$ cat config.mk
export PLATFORM = sky130hd
export DESIGN_NAME = peri_timer
export DESIGN_NICKNAME = d
export VERILOG_FILES = /design/src/rtl/trsq8_peri_pkg.sv /design/src/rtl/timer_prescaler.sv /design/src/rtl/peri_timer.sv
export SDC_FILE = /design/constraint.sdc
export NUM_CORES = 1
export LEC_CHECK = 0
export BUFFER_PORTS_ARGS = -buffer_cell sky130_fd_sc_hd__buf_2
export CAP_MARGIN = 20
export CORE_UTILIZATION = 47
export DETAILED_ROUTE_END_ITERATION = 6
export PLACE_DENSITY = 0.76
export RECOVER_POWER = 25
export SYNTH_ARGS = -nofsm -noshare
export SYNTH_HDL_FRONTEND = slang
export SYNTH_SLANG_ARGS = --single-unit
$ cat constraint.sdc
create_clock -name clk_ip -period 3.3 [get_ports clk_ip]
set_input_delay 0.165 -clock clk_ip [delete_from_list [all_inputs] [get_ports clk_ip]]
set_output_delay 0.165 -clock clk_ip [all_outputs]
set_load 0.03 [all_outputs]
$ cat src/rtl/trsq8_peri_pkg.sv
// Shared definitions for TRSQ8 peripheral-bus responders: bus widths,
// timer register offsets and CTRL/STATUS bit positions.
package trsq8_peri_pkg;

    localparam int unsigned ADDR_W     = 8;
    localparam int unsigned DATA_W     = 8;
    localparam int unsigned PRE_W      = 7;
    localparam int unsigned PRESCALE_W = 3;

    localparam logic [1:0] TMR_CTRL   = 2'd0;
    localparam logic [1:0] TMR_STATUS = 2'd1;
    localparam logic [1:0] TMR_COUNT  = 2'd2;
    localparam logic [1:0] TMR_PERIOD = 2'd3;

    localparam int unsigned CTRL_EN_BIT        = 0;
    localparam int unsigned CTRL_AR_BIT        = 1;
    localparam int unsigned CTRL_IRQ_EN_BIT    = 2;
    localparam int unsigned CTRL_PRESCALE_LSB  = 3;
    localparam int unsigned STATUS_OVF_BIT     = 0;
    localparam int unsigned STATUS_RUNNING_BIT = 1;

    // CTRL register image; field order matches the bit layout so it reads back directly.
    typedef struct packed {
        logic [1:0]            rsvd;
        logic [PRESCALE_W-1:0] prescale;
        logic                  irq_en;
        logic                  auto_reload;
        logic                  en;
    } tmr_ctrl_t;

    // Terminal prescaler value for a divide-by-2^n tick.
    function automatic logic [PRE_W-1:0] prescale_last(input logic [PRESCALE_W-1:0] n);
        return PRE_W'((32'd1 << n) - 32'd1);
    endfunction

endpackage

$ cat src/rtl/timer_prescaler.sv
// Free-running 7-bit prescaler: emits a one-cycle tick every 2^n clocks
// while enabled, and is held at zero while disabled or cleared.
module timer_prescaler
    import trsq8_peri_pkg::*;
(
    input  logic                  clk_i,
    input  logic                  reset_i,
    input  logic                  enable_i,
    input  logic                  clear_i,
    input  logic [PRESCALE_W-1:0] n_i,
    output logic                  tick_c_o
);

    logic [PRE_W-1:0] pre_q;
    logic [PRE_W-1:0] pre_d;

    assign tick_c_o = enable_i && (pre_q == prescale_last(n_i));

    // A smaller n may leave pre_q above the terminal value; it then wraps at 127.
    always_comb begin
        pre_d = pre_q + PRE_W'(1);
        if (!enable_i || clear_i || tick_c_o) begin
            pre_d = '0;
        end
    end

    always_ff @(posedge clk_i) begin
        if (reset_i) begin
            pre_q <= '0;
        end else begin
            pre_q <= pre_d;
        end
    end

endmodule

$ cat src/rtl/peri_timer.sv
// Memory-mapped 8-bit timer on the TRSQ8 peripheral bus: prescaled up-count,
// period match, one-shot / auto-reload, sticky OVF and level interrupt.
module peri_timer
    import trsq8_peri_pkg::*;
#(
    parameter logic [ADDR_W-1:0] BASE_ADDR    = 8'h10,
    parameter logic [DATA_W-1:0] RESET_PERIOD = 8'hFF
) (
    input  logic              clk_ip,
    input  logic              reset_ip,
    input  logic [ADDR_W-1:0] addr_ip,
    input  logic [DATA_W-1:0] data_ip,
    output logic [DATA_W-1:0] data_op,
    input  logic              wr_en_ip,
    input  logic              rd_en_ip,
    output logic              irq_op
);

    localparam logic [ADDR_W-3:0] BASE_HI = BASE_ADDR[ADDR_W-1:2];

    tmr_ctrl_t         ctrl_q;
    tmr_ctrl_t         ctrl_d;
    logic              ovf_q;
    logic              ovf_d;
    logic [DATA_W-1:0] count_q;
    logic [DATA_W-1:0] count_d;
    logic [DATA_W-1:0] period_q;
    logic [DATA_W-1:0] period_d;

    logic       hit_c;
    logic [1:0] off_c;
    logic       wr_ctrl_c;
    logic       wr_status_c;
    logic       wr_count_c;
    logic       wr_period_c;
    logic       en_rise_c;
    logic       tick_c;

    assign hit_c       = (addr_ip[ADDR_W-1:2] == BASE_HI);
    assign off_c       = addr_ip[1:0];
    assign wr_ctrl_c   = hit_c && wr_en_ip && (off_c == TMR_CTRL);
    assign wr_status_c = hit_c && wr_en_ip && (off_c == TMR_STATUS);
    assign wr_count_c  = hit_c && wr_en_ip && (off_c == TMR_COUNT);
    assign wr_period_c = hit_c && wr_en_ip && (off_c == TMR_PERIOD);
    assign en_rise_c   = wr_ctrl_c && data_ip[CTRL_EN_BIT] && !ctrl_q.en;

    timer_prescaler u_prescaler (
        .clk_i    (clk_ip),
        .reset_i  (reset_ip),
        .enable_i (ctrl_q.en),
        .clear_i  (en_rise_c),
        .n_i      (ctrl_q.prescale),
        .tick_c_o (tick_c)
    );

    // Bus writes are applied last so they win over same-cycle counter events,
    // except that an OVF set beats a same-cycle write-1-to-clear.
    always_comb begin
        ctrl_d   = ctrl_q;
        ovf_d    = ovf_q;
        count_d  = count_q;
        period_d = period_q;

        if (wr_status_c && data_ip[STATUS_OVF_BIT]) begin
            ovf_d = 1'b0;
        end

        if (tick_c) begin
            if (count_q == period_q) begin
                count_d = '0;
                ovf_d   = 1'b1;
                if (!ctrl_q.auto_reload) begin
                    ctrl_d.en = 1'b0;
                end
            end else begin
                count_d = count_q + DATA_W'(1);
            end
        end

        if (wr_ctrl_c) begin
            ctrl_d             = '0;
            ctrl_d.en          = data_ip[CTRL_EN_BIT];
            ctrl_d.auto_reload = data_ip[CTRL_AR_BIT];
            ctrl_d.irq_en      = data_ip[CTRL_IRQ_EN_BIT];
            ctrl_d.prescale    = data_ip[CTRL_PRESCALE_LSB +: PRESCALE_W];
        end
        if (wr_count_c) begin
            count_d = data_ip;
        end
        if (wr_period_c) begin
            period_d = data_ip;
        end
    end

    always_ff @(posedge clk_ip) begin
        if (reset_ip) begin
            ctrl_q   <= '0;
            ovf_q    <= 1'b0;
            count_q  <= '0;
            period_q <= RESET_PERIOD;
        end else begin
            ctrl_q   <= ctrl_d;
            ovf_q    <= ovf_d;
            count_q  <= count_d;
            period_q <= period_d;
        end
    end

    // Zero when not selected so several responders can be OR-combined.
    always_comb begin
        data_op = '0;
        if (hit_c && rd_en_ip && !reset_ip) begin
            unique case (off_c)
                TMR_CTRL: data_op = ctrl_q;
                TMR_STATUS: begin
                    data_op[STATUS_OVF_BIT]     = ovf_q;
                    data_op[STATUS_RUNNING_BIT] = ctrl_q.en;
                end
                TMR_COUNT:  data_op = count_q;
                TMR_PERIOD: data_op = period_q;
                default:    data_op = '0;
            endcase
        end
    end

    assign irq_op = !reset_ip && ovf_q && ctrl_q.irq_en;

endmodule

==> impl_results.md <==
- # setup viols final: 0
- MaxCap Viol Count: 0
- Worst skew pair latency: 280 ps
- Rows: 22
- Max Freq: 403 MHz
- Placed wire-length estimate: 3120 um
- Die Y-Extent: 64.8 um
- Number of fill cells in the layout: 365
- Post-Synthesis Cells: 218
- Total GRT Usage: 0.234
- Slew HR: 0.171
- Final Hold Viols: 0
- Antenna violations before repair: 0
- I/O Buffers: 28
- Final Non-Filler Cells: 290
- Final min period: 2480 ps
- Synth warn: 0
- Die area: 4200 sq um
- Slew @ Worst Pin: 1240 ps
- Post-CTS Hold Fix Bufs: 0
- Leakage dissipation: 0.730 nW
- Cell area power density: 350 nW/um^2
- CP Capture Type: flop
- First drt pass iteration count: 4
- Synth Net Count: 240
- GPL Wtd Cong: 0.877
- Die W: 64.8 um
- Avg Vias per Cell: 5.71
- Sink Count: 30
- Crit path launch type: flop
- Largest net degree at the start of global routing: 28
- ANT nets after route: 0
- CTS H-tree lvls: 2
- Worst Hold Class: in2reg
- Initial DRC Count: 88
- Synth Area in Simple Gates: 0.265
- Largest family of logic cells by synthesized area: simple AND/OR/NAND/NOR gates
- Final period util: 0.751
- Max IR drop VDD: 0.229 mV
- Pins Over Slew Limit: 0
- Post-synth ARST share: 0
- Xor and xnor fraction of the mapped netlist area: 0.0757
- Postcts setup bufs: 0
- CP Class: reg2reg
- Initial Util: 0.498
- Unrepaired setup endpoints after global routing: no
- CTS Buf Count: 5
- Quantity of gates resized following cts: 0
- Post-route cell area: 2070 sq um
- Compound-Gate Fraction of Synth Area: 0.157
- Multiplexer share of the synthesized area: 0.105
- Fin nets: 263
- CTS tree: done
- Core area: 3720 sq um
- Number of global-route vias before repair: 1594
- Avg Cell Area, Syn: 8.49 sq um
- Clock root buffer master: clkbuf_8
- Post-synthesis register bit count: 30
- DP Cell Count: 282
- Netlist Area Pre-Place: 1850 sq um
- CP Max Fanout: 11
- Worst endpoint required time: 3490 ps
- # IOs: 29
- Post-synthesis cell type count: 50
- Final TNS setup: 0 ps
- Main synth FF type: dfxtp_1
- Total wire length: 4420 um
- Ant diodes: 0
- Reg clk slew, reported paths: 60 ps
- Via count: 1656
- Synth Area in Adders: 0.0135
- DR DRC count: 0
- EDFF count, synth: 0
- Overall overflow remaining after global route: 0
- Dpl cell area: 1980 sq um
- Clock tree buffer depth: 2
- Layout cell share with drive strength beyond 1: 0.174
- Seq/Total Area, Yosys: 0.324
- Global-route wire length before repair: 7400 um
- Final Skew: 3.05 ps
- Routed len/inst: 15.2 um
- Status: finished clean
- Area growth from synthesis to layout: 11.6%
- Worst EP arrival: 2660 ps
[stage by stage]
stage | setup WS (ps) | utilization | hold slack [ps] | power (W)
5_1_grt | 611 | 0.556 | 112 | 0.000749
3_5_place_dp | 856 | 0.534 | 396 | 0.000423
2_1_floorplan | 978 | - | 283 | 0.000405
6_report | 821 | 0.556 | 108 | 0.000723
3_3_place_gp | 909 | 0.534 | 387 | 0.000423
4_1_cts | 840 | 0.558 | 104 | 0.000730
[cells by family (layout without fill, tap and decap cells)]
logic type	after synthesis	in the layout
buffers and inverters	20	44
AND/OR/NAND/NOR	94	94
AO/OA/AOI/OAI	39	39
flip-flops	30	30
XOR/XNOR	16	16
adder cells (fa/ha/maj)	2	2
multiplexers	17	17
[sequential cells by signal, indices dropped and copies added (netlist names)]
name,flops
period_q,8
ovf_q,1
count_q,8
u_prescaler.pre_q,7
ctrl_q,6
[routing by layer]
metal  part of all wire  GRT usage
met1               0.48      0.301
met2               0.45      0.371
met3              0.053     0.0546
met4              0.017      0.103
met5                  0          0
[area by class of cell]
type                    count  area, sq um  share of cell area
clock buffers               7         86.3              0.0418
repair buffers             31          154              0.0745
well taps                  48         60.1              0.0291
inverters                   5         18.8             0.00909
multi-input cells         168         1140               0.552
flip-flops and latches     30          601               0.291
clock inverters             1         5.00             0.00242
[critical path: stages (launching register included)]
cell and delay, ps:
dfxtp_1 430, nor4_2 310, a41oi_1 70, a211o_1 350, or3_1 460, or4_1 520
a311oi_1 240
[power breakdown]
part | switching (W) | internal [W] | total, W
clock | 0.000139 | 0.000168 | 0.000307
sequential | 0.00000444 | 0.000365 | 0.000369
combinational | 0.0000253 | 0.0000211 | 0.0000464
[cells in the final DEF (no fill, tap or decap), drive strengths merged, types with 2 or more instances in the layout]
cell / n
nor4: 2
nor3b: 2
nand4: 2
mux4: 2
nand2: 9
o22ai: 2
ha: 2
or4: 2
mux2i: 15
a22oi: 2
dfxtp: 30
a21oi: 4
o21ai: 5
nand3: 8
clkbuf: 10
a211oi: 4
nor3: 4
buf: 28
inv: 5
nor2: 39
xnor2: 13
nor2b: 12
nand3b: 3
a211o: 9
or3: 3
a311oi: 3
xor2: 3
a31oi: 6
[synth_stat cells (5+ instances only)]
master | number | area share
a31oi_1 | 6 | 0.020
a211o_1 | 9 | 0.043
dfxtp_1 | 30 | 0.32
clkbuf_1 | 6 | 0.012
nand2_1 | 9 | 0.018
nor2_1 | 39 | 0.079
mux2i_1 | 15 | 0.081
xnor2_1 | 13 | 0.061
nand3_1 | 8 | 0.022
nor2b_1 | 12 | 0.041
inv_1 | 5 | 0.010
[worst paths after layout]
path	cells after the start	to	slack, ps	from
setup / recovery	6	count_q[4]$_SDFFE_PP0P_	820	ctrl_q[5]$_SDFFE_PP0N_
hold / removal	2	period_q[6]$_SDFFE_PP1P_	110	data_ip[6]
setup reg to reg	6	count_q[4]$_SDFFE_PP0P_	820	ctrl_q[5]$_SDFFE_PP0N_
hold reg to reg	2	ctrl_q[2]$_SDFFE_PP0N_	520	ctrl_q[2]$_SDFFE_PP0N_
(Power assumes the default switching activity.)
